==> src/rtl/div_pkg.sv <==
// Shared definitions for the sequential divider.
// Contents:
//   state_t        FSM states of the divider (IDLE, CALC, DONE)
//   clog2()        ceiling log2, used to size the iteration counter
//   cnt_width()    bits needed to count WIDTH iterations (clog2(WIDTH+1))
//   DBZ_QUOT_FILL  fill bit of the quotient reported on divide-by-zero
package div_pkg;

  typedef enum logic [1:0] {
    IDLE = 2'd0,
    CALC = 2'd1,
    DONE = 2'd2
  } state_t;

  // Never returns less than 1 so that a degenerate width still yields a legal vector.
  function automatic int clog2(input int value);
    int result;
    result = 0;
    while ((1 << result) < value) result++;
    return (result < 1) ? 1 : result;
  endfunction

  // The counter must be able to hold the value WIDTH itself.
  function automatic int cnt_width(input int width);
    return clog2(width + 1);
  endfunction

  // Divide-by-zero reports a quotient of all ones, whatever the width.
  localparam logic DBZ_QUOT_FILL = 1'b1;

endpackage

==> src/rtl/seq_div_sign.sv <==
// Sign handling around the unsigned restoring divider core (purely combinational).
// Ports:
//   sign          in   1      1 = operands are two's complement
//   dividend      in   WIDTH  raw dividend from the requester
//   divisor       in   WIDTH  raw divisor from the requester
//   abs_dividend  out  WIDTH  magnitude of dividend
//   abs_divisor   out  WIDTH  magnitude of divisor
//   neg_quot      out  1      quotient must be negated (operand signs differ)
//   neg_rem       out  1      remainder must be negated (dividend negative)
//   raw_quot      in   WIDTH  unsigned quotient from the core
//   raw_rem       in   WIDTH  unsigned remainder from the core
//   neg_quot_sel  in   1      negation flag captured at accept time
//   neg_rem_sel   in   1      negation flag captured at accept time
//   signed_quot   out  WIDTH  final quotient
//   signed_rem    out  WIDTH  final remainder
module seq_div_sign #(
  parameter int WIDTH = 16
) (
  input  logic             sign,
  input  logic [WIDTH-1:0] dividend,
  input  logic [WIDTH-1:0] divisor,
  output logic [WIDTH-1:0] abs_dividend,
  output logic [WIDTH-1:0] abs_divisor,
  output logic             neg_quot,
  output logic             neg_rem,
  input  logic [WIDTH-1:0] raw_quot,
  input  logic [WIDTH-1:0] raw_rem,
  input  logic             neg_quot_sel,
  input  logic             neg_rem_sel,
  output logic [WIDTH-1:0] signed_quot,
  output logic [WIDTH-1:0] signed_rem
);

  logic dividend_neg;
  logic divisor_neg;

  // The most negative value maps onto itself, which the unsigned core
  // reads correctly as 2^(WIDTH-1).
  always_comb begin
    dividend_neg = sign & dividend[WIDTH-1];
    divisor_neg  = sign & divisor[WIDTH-1];
    abs_dividend = dividend_neg ? (~dividend + 1'b1) : dividend;
    abs_divisor  = divisor_neg  ? (~divisor + 1'b1)  : divisor;
    neg_quot     = dividend_neg ^ divisor_neg;
    neg_rem      = dividend_neg;
  end

  // Truncating division: remainder follows the dividend's sign.
  always_comb begin
    signed_quot = neg_quot_sel ? (~raw_quot + 1'b1) : raw_quot;
    signed_rem  = neg_rem_sel  ? (~raw_rem + 1'b1)  : raw_rem;
  end

endmodule

==> src/rtl/seq_div.sv <==
// Multi-cycle restoring divider with start/busy/done handshake.
// One quotient bit per cycle, MSB first; WIDTH cycles of CALC per operation.
// Optional feature macro: SEQ_DIV_OVF_EN -- when defined, signed
//   -2^(WIDTH-1) / -1 is caught on accept and reported through error.
// Ports:
//   clk        in   1      clock, rising edge
//   rst        in   1      synchronous active-high reset
//   start      in   1      request, accepted in IDLE or DONE
//   sign       in   1      1 = signed operands, 0 = unsigned
//   dividend   in   WIDTH  numerator, sampled on accept
//   divisor    in   WIDTH  denominator, sampled on accept
//   busy       out  1      high while computing
//   done       out  1      high for the cycle results become valid
//   quotient   out  WIDTH  result, held until next accept
//   remainder  out  WIDTH  result, held until next accept
//   error      out  1      divide-by-zero or overflow
module seq_div
  import div_pkg::*;
#(
  parameter int WIDTH = 16
) (
  input  logic             clk,
  input  logic             rst,
  input  logic             start,
  input  logic             sign,
  input  logic [WIDTH-1:0] dividend,
  input  logic [WIDTH-1:0] divisor,
  output logic             busy,
  output logic             done,
  output logic [WIDTH-1:0] quotient,
  output logic [WIDTH-1:0] remainder,
  output logic             error
);

  localparam int               CW       = cnt_width(WIDTH);
  localparam logic [CW-1:0]    ITERS    = CW'(WIDTH);
  localparam logic [CW-1:0]    LAST     = CW'(1);
  localparam logic [WIDTH-1:0] DBZ_QUOT = {WIDTH{DBZ_QUOT_FILL}};
  localparam logic [WIDTH-1:0] MIN_NEG  = {1'b1, {(WIDTH-1){1'b0}}};

  state_t           state_q, state_d;
  logic [CW-1:0]    cnt_q, cnt_d;
  logic [WIDTH:0]   rem_q, rem_d;
  logic [WIDTH-1:0] quo_q, quo_d;
  logic [WIDTH-1:0] dvs_q, dvs_d;
  logic             neg_quot_q, neg_quot_d;
  logic             neg_rem_q, neg_rem_d;
  logic [WIDTH-1:0] quotient_q, quotient_d;
  logic [WIDTH-1:0] remainder_q, remainder_d;
  logic             error_q, error_d;

  logic [WIDTH-1:0] abs_dividend;
  logic [WIDTH-1:0] abs_divisor;
  logic             in_neg_quot;
  logic             in_neg_rem;
  logic [WIDTH-1:0] signed_quot;
  logic [WIDTH-1:0] signed_rem;

  logic [WIDTH:0]   shifted;
  logic [WIDTH:0]   trial;
  logic [WIDTH:0]   step_rem;
  logic [WIDTH-1:0] step_quo;
  logic             accept;
  logic             ovf_hit;

  seq_div_sign #(.WIDTH(WIDTH)) u_sign (
    .sign         (sign),
    .dividend     (dividend),
    .divisor      (divisor),
    .abs_dividend (abs_dividend),
    .abs_divisor  (abs_divisor),
    .neg_quot     (in_neg_quot),
    .neg_rem      (in_neg_rem),
    .raw_quot     (step_quo),
    .raw_rem      (step_rem[WIDTH-1:0]),
    .neg_quot_sel (neg_quot_q),
    .neg_rem_sel  (neg_rem_q),
    .signed_quot  (signed_quot),
    .signed_rem   (signed_rem)
  );

`ifdef SEQ_DIV_OVF_EN
  assign ovf_hit = sign && (dividend == MIN_NEG) && (divisor == {WIDTH{1'b1}});
`else
  assign ovf_hit = 1'b0;
`endif

  // One restoring step. The partial remainder is always below the divisor,
  // so after shifting in the next dividend bit it fits in WIDTH+1 bits and
  // bit WIDTH of the trial difference acts as the borrow.
  always_comb begin
    shifted = {rem_q[WIDTH-1:0], quo_q[WIDTH-1]};
    trial   = shifted - {1'b0, dvs_q};
    if (!trial[WIDTH]) begin
      step_rem = trial;
      step_quo = {quo_q[WIDTH-2:0], 1'b1};
    end else begin
      step_rem = shifted;
      step_quo = {quo_q[WIDTH-2:0], 1'b0};
    end
  end

  // Next-state logic. The quotient register starts out holding the dividend
  // magnitude and is shifted left as quotient bits come in from the right.
  always_comb begin
    state_d     = state_q;
    cnt_d       = cnt_q;
    rem_d       = rem_q;
    quo_d       = quo_q;
    dvs_d       = dvs_q;
    neg_quot_d  = neg_quot_q;
    neg_rem_d   = neg_rem_q;
    quotient_d  = quotient_q;
    remainder_d = remainder_q;
    error_d     = error_q;
    accept      = start && ((state_q == IDLE) || (state_q == DONE));

    case (state_q)
      IDLE: ;
      CALC: begin
        rem_d = step_rem;
        quo_d = step_quo;
        cnt_d = cnt_q - 1'b1;
        if (cnt_q == LAST) begin
          state_d     = DONE;
          quotient_d  = signed_quot;
          remainder_d = signed_rem;
        end
      end
      DONE:    state_d = IDLE;
      default: state_d = IDLE;
    endcase

    // Exceptional operands skip CALC and report straight away.
    if (accept) begin
      error_d    = 1'b0;
      neg_quot_d = in_neg_quot;
      neg_rem_d  = in_neg_rem;
      rem_d      = '0;
      quo_d      = abs_dividend;
      dvs_d      = abs_divisor;
      cnt_d      = ITERS;
      if (divisor == '0) begin
        state_d     = DONE;
        error_d     = 1'b1;
        quotient_d  = DBZ_QUOT;
        remainder_d = dividend;
      end else if (ovf_hit) begin
        state_d     = DONE;
        error_d     = 1'b1;
        quotient_d  = MIN_NEG;
        remainder_d = '0;
      end else begin
        state_d = CALC;
      end
    end
  end

  // State and result registers; reset also aborts any operation in flight.
  always_ff @(posedge clk) begin
    if (rst) begin
      state_q     <= IDLE;
      cnt_q       <= '0;
      rem_q       <= '0;
      quo_q       <= '0;
      dvs_q       <= '0;
      neg_quot_q  <= 1'b0;
      neg_rem_q   <= 1'b0;
      quotient_q  <= '0;
      remainder_q <= '0;
      error_q     <= 1'b0;
    end else begin
      state_q     <= state_d;
      cnt_q       <= cnt_d;
      rem_q       <= rem_d;
      quo_q       <= quo_d;
      dvs_q       <= dvs_d;
      neg_quot_q  <= neg_quot_d;
      neg_rem_q   <= neg_rem_d;
      quotient_q  <= quotient_d;
      remainder_q <= remainder_d;
      error_q     <= error_d;
    end
  end

  assign busy      = (state_q == CALC);
  assign done      = (state_q == DONE);
  assign quotient  = quotient_q;
  assign remainder = remainder_q;
  assign error     = error_q;

endmodule

==> config.mk <==
export PLATFORM = sky130hd
export DESIGN_NAME = seq_div
export DESIGN_NICKNAME = d
export VERILOG_FILES = /design/src/rtl/div_pkg.sv /design/src/rtl/seq_div_sign.sv /design/src/rtl/seq_div.sv
export SDC_FILE = /design/constraint.sdc
export NUM_CORES = 1
export LEC_CHECK = 0
export CORE_ASPECT_RATIO = 0.7
export CORE_MARGIN = 5
export CORE_UTILIZATION = 55
export DETAILED_ROUTE_END_ITERATION = 10
export DONT_BUFFER_PORTS = 1
export PLACE_DENSITY = 0.7
export SLEW_MARGIN = 40
export SYNTH_ARGS = -nofsm -noshare
export SYNTH_HDL_FRONTEND = slang
export SYNTH_SLANG_ARGS = --single-unit
==> constraint.sdc <==
create_clock -name clk -period 4.4 [get_ports clk]
set_clock_uncertainty 0.1 [all_clocks]
set_input_delay 0.22 -clock clk [delete_from_list [all_inputs] [get_ports clk]]
set_output_delay 0.22 -clock clk [all_outputs]
set_load 0.01 [all_outputs]
==> flow_metrics.tcl, run 1 <==
set metrics [dict create \
    status "complete, no violations" \
    hold_start "divisor[15]" \
    cts-root-buf "clkbuf_16" \
    ys_ff_latch 90 \
    reg2reg_from "quo_q[15]" \
    ant_nets 0 \
    area.growth.synth_to_final_pct 12.35 \
    grt_setup_unrepaired "false" \
    grt_use_met2 0.3954 \
    use_met1 0.3905 \
    io_buffers 0 \
    grt_pass1_wl_mm 28.78 \
    synth_edf_count 0 \
    ir_drop_uv 220.4 \
    htree_levels 3 \
    path_clk_slew_ps 70 \
    cts-buffers-inserted 9 \
    cp.arrival_ps 4250 \
    critPathLaunchType "flop" \
    hold_viol 0 \
    instances_no_fill 917 \
    cts_tree "yes" \
    period_needed_ps 4110 \
    hpwlAfterDp_mm 12.80 \
    total_power_mw 2.723 \
    core_sq_um 10470 \
    grt_max_degree 63 \
    gp_congestion 0.9600 \
    p_leak_nw 2.526 \
    netlist_instances 774 \
    via_per_inst 6.345 \
    synth_warnings 0 \
    avgSynthCellArea_sq_um 7.708 \
    synth_area_sq_um 5966 \
    fillers 881 \
    layout-drive-gt1-share 0.06752 \
    maxCapViolCount 0 \
    antenna_cells_inserted 0 \
    slew_violations 0 \
    grt_usage 0.2702 \
    synthesis.nets 833 \
    wl_mm 18.03 \
    timing.final.ws_setup_ps 290.0 \
    dp_slack_ps 145.7 \
    synth-main-ff-cell "dfxtp_1" \
    multi_input_area_sq_um 3889 \
    hold_path.class "in -> reg" \
    initial_utilization 0.5697 \
    die_area_sq_um 13060 \
    drc 0 \
    die_h_um 97.14 \
    fin_nets 839 \
    endpoint_kind "flop" \
    vias 5818 \
    fin_tns_setup_ps 0 \
    clock_latency_ps 350 \
    holdPathEnd "neg_quot_q" \
    worst-path-max-fanout 7 \
    worst_hold_slack_ps 6.690 \
    p_per_area_nw_per_um2 406.2 \
    cts.sinks 90 \
    regArea_sq_um 1802 \
    finalSetupViolations 0 \
    min_path_cells 3 \
    min_period_over_period 0.9341 \
    first_pass_iters 5 \
    antenna_found_initial 0 \
    die_width_um 134.5 \
    grt-ovfl-total 0 \
    wire_per_inst_um 19.66 \
    synth_cell_types 67 \
    reg2regPathDepth 18 \
    cp.required_ps 4540 \
    slew_headroom 0.4559 \
    use_met3 0.08075 \
    first_iter_violations 727 \
    async_flop_share 0 \
    fmax_mhz 243.3 \
    critical_path_class "reg -> reg" \
    worstMarginPinSlew_ps 815.3 \
    placedCellCount 868 \
    yosysSeqAreaShare 0.3020 \
    core.rowCount 31 \
    r2r_slack_ps 290 \
    cts_buffer_depth 2 \
    num_io_pins 71 \
    rr_endpoint "remainder[14]" \
    grt_pass1_vias 5400 \
    grt_busiest_layer "met2" \
]
[worst max-delay path by stage]
stage / start / to / slack [ps] / depth (start not counted)
final: quo_q[15] / remainder[14] / 290 / 18
after global placement: quo_q[15] / remainder[8] / 340 / 18
after CTS: quo_q[15] / remainder[8] / 100 / 18
after floorplan: quo_q[15] / remainder[8] / 340 / 20
after global routing: quo_q[15] / remainder[14] / 50 / 18
after detailed placement: quo_q[15] / remainder[8] / 150 / 18
[flip-flops by register name, summed over array words and instances (netlist names)]
signal	count
rem_q	16
error	1
cnt_q	5
remainder	16
dvs_q	16
neg_quot_q	1
state_q	2
quo_q	16
neg_rem_q	1
quotient	16
[final cells by class]
type	instances	area share
clock buffers	10	0.03565
clock inverters	6	0.01083
inverters	34	0.01941
multi-input cells	603	0.5802
flip-flops and latches	90	0.2688
well taps	132	0.02464
repair buffers	42	0.06048
[logic make-up (layout without fill, tap and decap cells)]
logic type               count (synthesis)  after routing  synth area share
multiplexers                            15             15           0.02517
buffers and inverters                   81             92           0.05453
AND/OR/NAND/NOR                        263            263            0.2034
AO/OA/AOI/OAI                          236            236            0.2653
XOR/XNOR                                66             66            0.1000
adder cells (fa/ha/maj)                 23             23           0.04950
flip-flops                              90             90            0.3020
[placed cells by master, fill, tap and decap left out, types with 2 or more instances in the layout]
master and instances:
nand2b_1 6, o211ai_1 7, nand2_1 79, nor3_1 17, nand3_1 19, a31oi_1 8
o21ai_0 39, o31ai_1 8, a21o_1 4, buf_4 13, a211o_1 3, nor4_1 7
o211a_1 7, a311oi_1 5, clkbuf_16 9, xnor2_1 35, mux2i_1 14, inv_1 33
dlygate4sd3_1 28, nand4_1 5, xor2_1 30, clkinv_4 2, a21oi_1 76, or3_1 12
o21a_1 4, nor2b_1 4, ha_1 22, o41ai_1 2, dfxtp_1 90, o21ai_1 4
and2_1 5, nor4b_1 2, or2_2 3, nand3b_1 2, o221ai_1 3, a22oi_1 15
and3_1 5, nor4_4 2, a211oi_1 33, nor2_1 86
[worst max-delay path, cell delays in order, from the launching register on]
cell	delay (ps)
dfxtp_1	330
inv_1	60
ha_1	160
inv_1	70
fa_1	410
a211oi_2	270
o21a_1	220
a21oi_2	90
o21ai_4	220
xnor2_4	190
mux2i_2	280
ha_1	170
inv_1	110
nor4_4	330
nand3_1	170
o211a_1	260
a211o_1	280
xnor2_1	170
o21ai_0	90
[metal layers]
layer,part of all wire,wire (um)
met5,0,0
met4,0.013,238
met3,0.10,1874
met2,0.42,7606
met1,0.46,8312
[cell usage after synthesis, drive strengths merged (3+ instances only)]
| cell type | n | area, sq um |
|---|---|---|
| clkbuf | 38 | 142.6 |
| o21ai | 44 | 231.5 |
| nor2b | 5 | 31.28 |
| o41ai | 4 | 61.32 |
| a21oi | 77 | 389.1 |
| nor3 | 18 | 90.09 |
| a311oi | 5 | 43.79 |
| dfxtp | 90 | 1802 |
| nand4 | 6 | 43.79 |
| a22oi | 15 | 112.6 |
| o211a | 7 | 70.07 |
| o221ai | 3 | 26.28 |
| o21a | 4 | 30.03 |
| a21o | 4 | 30.03 |
| or3 | 12 | 75.07 |
| nand2b | 6 | 37.54 |
| nor2 | 87 | 326.6 |
| xor2 | 30 | 262.8 |
| a211o | 3 | 26.28 |
| buf | 9 | 52.54 |
| xnor2 | 36 | 334.1 |
| nand2 | 79 | 296.5 |
| nand3 | 19 | 95.09 |
| a31oi | 8 | 50.05 |
| a211oi | 34 | 260.3 |
| mux2i | 15 | 150.1 |
| and2 | 5 | 31.28 |
| and3 | 5 | 31.28 |
| o211ai | 7 | 52.55 |
| o31ai | 8 | 60.06 |
| or2 | 3 | 18.77 |
| ha | 22 | 275.3 |
| inv | 34 | 130.1 |
| nor4 | 9 | 62.56 |
[per-stage QoR]
stage	utilization	instance area, sq um
global placement	0.5734	6005
finish	0.6400	6703
floorplan	-	5966
CTS	0.6342	6641
detailed placement	0.5750	6022
global route	0.6400	6703
[report_power, final]
| part | internal [mW] | switching [mW] |
|---|---|---|
| logic | 0.381 | 0.598 |
| registers | 0.862 | 0.0594 |
| clock network | 0.464 | 0.359 |
| total | 1.71 | 1.02 |
[repair_timing]
item                       in CTS  in global routing
gates resized for setup         0                  6
setup endpoints to repair       0                  4
buffers inserted                0                  4
hold buffers                   29                  0
hold endpoints to repair       68                  0
Power figures use the tool's default switching activity.
==> run 2: changes to the inputs <==
--- a/config.mk
+++ b/config.mk
@@ -5,12 +5,14 @@
 export SDC_FILE = /design/constraint.sdc
 export NUM_CORES = 1
 export LEC_CHECK = 0
+export CELL_PAD_IN_SITES_DETAIL_PLACEMENT = 0
+export CELL_PAD_IN_SITES_GLOBAL_PLACEMENT = 1
 export CORE_ASPECT_RATIO = 0.7
 export CORE_MARGIN = 5
-export CORE_UTILIZATION = 55
+export CORE_UTILIZATION = 43
 export DETAILED_ROUTE_END_ITERATION = 10
 export DONT_BUFFER_PORTS = 1
-export PLACE_DENSITY = 0.7
+export PLACE_DENSITY = 0.74
 export SLEW_MARGIN = 40
 export SYNTH_ARGS = -nofsm -noshare
 export SYNTH_HDL_FRONTEND = slang
==> flow_metrics.tcl, run 2 (same netlist as run 1, synthesis figures left out) <==
set metrics [dict create \
    num_io_pins 71 \
    layout-drive-gt1-share 0.06897 \
    total_power_mw 2.699 \
    drc 0 \
    die_area_sq_um 16370 \
    grt_max_degree 63 \
    p_clk_frac 0.297 \
    antenna_cells_inserted 0 \
    finalSetupViolations 0 \
    p_sw_mw 0.9956 \
    p_leak_nw 2.507 \
    grt_pass1_wl_mm 29.12 \
    p_per_area_nw_per_um2 400.0 \
    cts-buffers-inserted 9 \
    fin_nets 837 \
    die_width_um 150.8 \
    worst-path-max-fanout 6 \
    use_met3 0.06452 \
    instances_no_fill 973 \
    worstPathCellList "inv_1 > ha_1 > inv_1 > fa_1 > a211oi_2 > o21a_1 > a21oi_2 > o21ai_4 > xnor2_4 > mux2i_2 > ha_1 > inv_1 > nor4_4 > nand3_1 > o211a_1 > a211o_1 > xnor2_1 > o21ai_0" \
    layout_common_cells "dfxtp_1 (90), nor2_1 (86), nand2_1 (79)" \
    cts_setup_buffers 0 \
    cts_buffer_depth 2 \
    maxCapViolCount 0 \
    intPower_mw 1.703 \
    endpoint_kind "flop" \
    hpwlAfterDp_mm 13.39 \
    core_sq_um 13740 \
    cp.required_ps 4520 \
    hold_viol 0 \
    layout_commonest_cell "dfxtp_1" \
    period_needed_ps 4136 \
    slew_violations 0 \
    core.rowCount 36 \
    status "complete, no violations" \
    io_buffers 0 \
    critical_path_class "reg -> reg" \
    fillers 1378 \
    grt_busiest_layer "met1" \
    grt_use_met2 0.3196 \
    worst_path_most_repeated_cell "inv_1" \
    htree_levels 3 \
    die_h_um 108.5 \
    fin_tns_setup_ps 0 \
    hold_path.class "in -> reg" \
    placedCellCount 931 \
    fmax_mhz 241.8 \
    cts_tree "yes" \
    use_met1 0.3392 \
    grt_setup_unrepaired "false" \
    cpLargestDelayFamily "compound AO/OA/AOI/OAI gates" \
    grt_pass1_vias 5280 \
    first_iter_violations 454 \
    comb_power_share 0.362 \
    initial_utilization 0.4342 \
    vias 5652 \
    first_pass_iters 5 \
    wire_per_inst_um 18.67 \
    path_buf_inv 3 \
    cts.sinks 90 \
    wl_mm 18.17 \
    grt_usage 0.2251 \
    critPathLaunchType "flop" \
    ir_drop_uv 229.3 \
    via_per_inst 5.809 \
    slew_headroom 0.4491 \
    crit_path_max_incr_delay_ps 410 \
    cts-root-buf "clkbuf_16" \
    slowest_stage "fa_1" \
    cp.arrival_ps 4260 \
    antenna_found_initial 0 \
    ant_nets 0 \
    worst_hold_slack_ps 7.456 \
    grt-ovfl-total 0 \
    switching_share 0.3689 \
    gp_congestion 0.9365 \
    fin_util 0.4912 \
    clock_latency_ps 340 \
    area.growth.synth_to_final_pct 13.11 \
    path_clk_slew_ps 70 \
    min_period_over_period 0.9400 \
    seq_power_share 0.341 \
    worstMarginPinSlew_ps 820.0 \
]
==> run 2: cell count changes in the layout (fill, tap and decap cells not counted) <==
cell,before,now
dlygate4sd3_1,28,25
clkbuf_1,0,1
clkinv_4,2,1
inv_8,1,0
clkinv_2,1,0
buf_4,13,14
and2_2,0,1
clkinvlp_4,0,2
and2_1,5,4
==> run 2: stage by stage <==
stage | worst slack (ps) | area, sq um
after global placement | 327.6 | 6115
after floorplan | 335.3 | 5966
after CTS | 196.8 | 6716
after detailed placement | 240.8 | 6133
final | 263.8 | 6748
after global routing | 6.911 | 6748
==> run 2: path summary, 6_finish.rpt <==
check	start	to	slack, ps	cells after the start
setup / recovery	quo_q[15]	remainder[14]	260	18
hold / removal	divisor[15]	neg_quot_q	7	3
setup reg to reg	quo_q[15]	remainder[14]	260	18
hold reg to reg	dvs_q[15]	dvs_q[15]	360	2
==> run 2: worst reg2reg max path: stages, from the launching register on <==
cell and delay [ps]:
dfxtp_1 340, inv_1 60, ha_1 160, inv_1 70, fa_1 410, a211oi_2 270
o21a_1 220, a21oi_2 90, o21ai_4 210, xnor2_4 180, mux2i_2 290, ha_1 180
inv_1 100, nor4_4 340, nand3_1 180, o211a_1 260, a211o_1 280, xnor2_1 190
o21ai_0 90
==> run 2: layout make-up <==
type / count / area, sq um / share of cell area
clock inverters: 5 / 62.56 / 0.009271
well taps: 190 / 237.7 / 0.03523
multi-input cells: 603 / 3890 / 0.5765
flip-flops and latches: 90 / 1802 / 0.2670
repair buffers: 40 / 382.9 / 0.05674
clock buffers: 11 / 242.7 / 0.03597
inverters: 34 / 130.1 / 0.01928
==> run 2: per-layer routing <==
metal	wire length, um	part of all wire
met5	0	0
met4	154	0.0085
met3	1644	0.090
met2	7335	0.40
met1	9035	0.50
==> run 2: repair_timing <==
item	4_1_cts	5_1_grt
hold buffers	26	0
endpoints found under the hold margin	68	0
resized for setup	0	6
setup endpoints to repair	0	4
==> run 2: power groups by stage <==
stage	Clock [mW]	Combinational, mW	Sequential, mW
6_report	0.801	0.978	0.920
5_1_grt	0.850	1.08	0.927
4_1_cts	0.816	0.949	0.919
3_5_place_dp	0	0.905	0.937
3_3_place_gp	0	0.901	0.936
2_1_floorplan	0	0.724	0.918
==> run 3: changes to the inputs <==
--- a/config.mk
+++ b/config.mk
@@ -12,7 +12,7 @@
 export CORE_UTILIZATION = 43
 export DETAILED_ROUTE_END_ITERATION = 10
 export DONT_BUFFER_PORTS = 1
-export PLACE_DENSITY = 0.74
+export PLACE_DENSITY_LB_ADDON = 0.05
 export SLEW_MARGIN = 40
 export SYNTH_ARGS = -nofsm -noshare
 export SYNTH_HDL_FRONTEND = slang
==> flow_metrics.tcl, run 3 (same netlist as run 1, synthesis figures left out) <==
set metrics [dict create \
    grt_usage 0.2344 \
    wire_per_inst_um 19.25 \
    die_area_sq_um 16370 \
    htree_levels 3 \
    cts_setup_buffers 0 \
    worstMarginPinSlew_ps 828.4 \
    p_leak_nw 2.536 \
    worst_hold_slack_ps 18.00 \
    gp_congestion 0.8655 \
    fin_tns_setup_ps 0 \
    io_buffers 0 \
    first_pass_iters 5 \
    cts_tree "yes" \
    wl_mm 18.75 \
    drc 0 \
    endpoint_kind "flop" \
    grt-ovfl-total 0 \
    area.growth.synth_to_final_pct 13.93 \
    cts_buffer_depth 2 \
    die_width_um 150.8 \
    via_per_inst 5.802 \
    clock_latency_ps 360 \
    initial_utilization 0.4342 \
    first_iter_violations 351 \
    grt_pass1_wl_mm 29.79 \
    slew_headroom 0.4471 \
    cts-buffers-inserted 9 \
    critPathLaunchType "flop" \
    hpwlAfterDp_mm 13.58 \
    reg2reg_from "rem_q[9]" \
    critical_path_class "reg -> reg" \
    p_per_area_nw_per_um2 412.3 \
    grt_pass1_vias 5454 \
    layout_common_cells "dfxtp_1 (90), nor2_1 (86), nand2_1 (78)" \
    fmax_mhz 245.1 \
    cp-startpoint "rem_q[9]" \
    hold_start "divisor[14]" \
    cts.sinks 90 \
    hold_viol 0 \
    cp.required_ps 4540 \
    slew_violations 0 \
    grt_setup_unrepaired "false" \
    maxCapViolCount 0 \
    ir_drop_uv 172.2 \
    fin_nets 838 \
    cts-root-buf "clkbuf_16" \
    core_sq_um 13740 \
    num_io_pins 71 \
    path_clk_slew_ps 70 \
    finalSetupViolations 0 \
    layout-drive-gt1-share 0.06505 \
    status "complete, no violations" \
    die_h_um 108.5 \
    min_period_over_period 0.9272 \
    core.rowCount 36 \
    cp.arrival_ps 4220 \
    layout_commonest_cell "dfxtp_1" \
    antenna_cells_inserted 0 \
    worst-path-max-fanout 10 \
    ant_nets 0 \
    hold_path.class "in -> reg" \
    antenna_found_initial 0 \
    vias 5651 \
    grt_max_degree 63 \
    period_needed_ps 4080 \
]
==> run 3: what timing repair did <==
item                                    in CTS  in global routing
hold buffers                                30                  0
resized for setup                            0                  4
hold endpoints to repair                    68                  0
endpoints found under the setup margin       0                  4
==> run 3: cell type report <==
class / instances / area (sq um)
fill: 1391 / 6942
timing repair buffer: 41 / 400.4
tap: 190 / 237.7
clock inverter: 6 / 112.6
sequential: 90 / 1802
clock buffer: 10 / 239.0
inverter: 34 / 130.1
multi-input combinational: 603 / 3875
==> run 3: final timing paths <==
check | endpoint | slack (ps) | cells after the start
hold / removal | dvs_q[14] | 20 | 2
hold reg to reg | dvs_q[0] | 370 | 2
setup reg to reg | remainder[14] | 320 | 15
setup / recovery | remainder[14] | 320 | 15
==> run 3: metrics by stage <==
stage / cell area, sq um / power, mW / util / instances / setup WS (ps)
after detailed placement: 6110 / 1.836 / 0.4447 / 928 / 262.1
after CTS: 6779 / 2.799 / 0.4934 / 974 / 215.7
after global placement: 6100 / 1.831 / 0.4440 / 927 / 399.4
final: 6797 / 2.802 / 0.4947 / 974 / 320.5
after floorplan: 5966 / 1.642 / - / 774 / 335.3
after global routing: 6797 / 2.953 / 0.4947 / 974 / 38.21
==> run 3: layer usage <==
metal  vias up  part of all wire  track usage
li1       2796                 -            -
met1      2658              0.50       0.3419
met5         -                 0            0
met4         0             0.013      0.05175
met3        22             0.082      0.06452
met2       175              0.40       0.3435
==> run 3: power by group <==
part	internal [mW]	switching (mW)
clock	0.573	0.348
sequential	0.862	0.0606
combinational	0.372	0.586
total	1.81	0.995
==> run 3: critical path, stage by stage, from the launching register on <==
cell	delay, ps
dfxtp_1	450
ha_1	390
and4_1	260
a221oi_2	380
nand2_1	150
o21ai_4	200
xnor2_4	160
mux2i_2	280
ha_1	180
inv_1	100
nor4_2	360
nand3_1	160
o211a_1	270
a211o_1	280
xnor2_1	150
o21ai_0	90
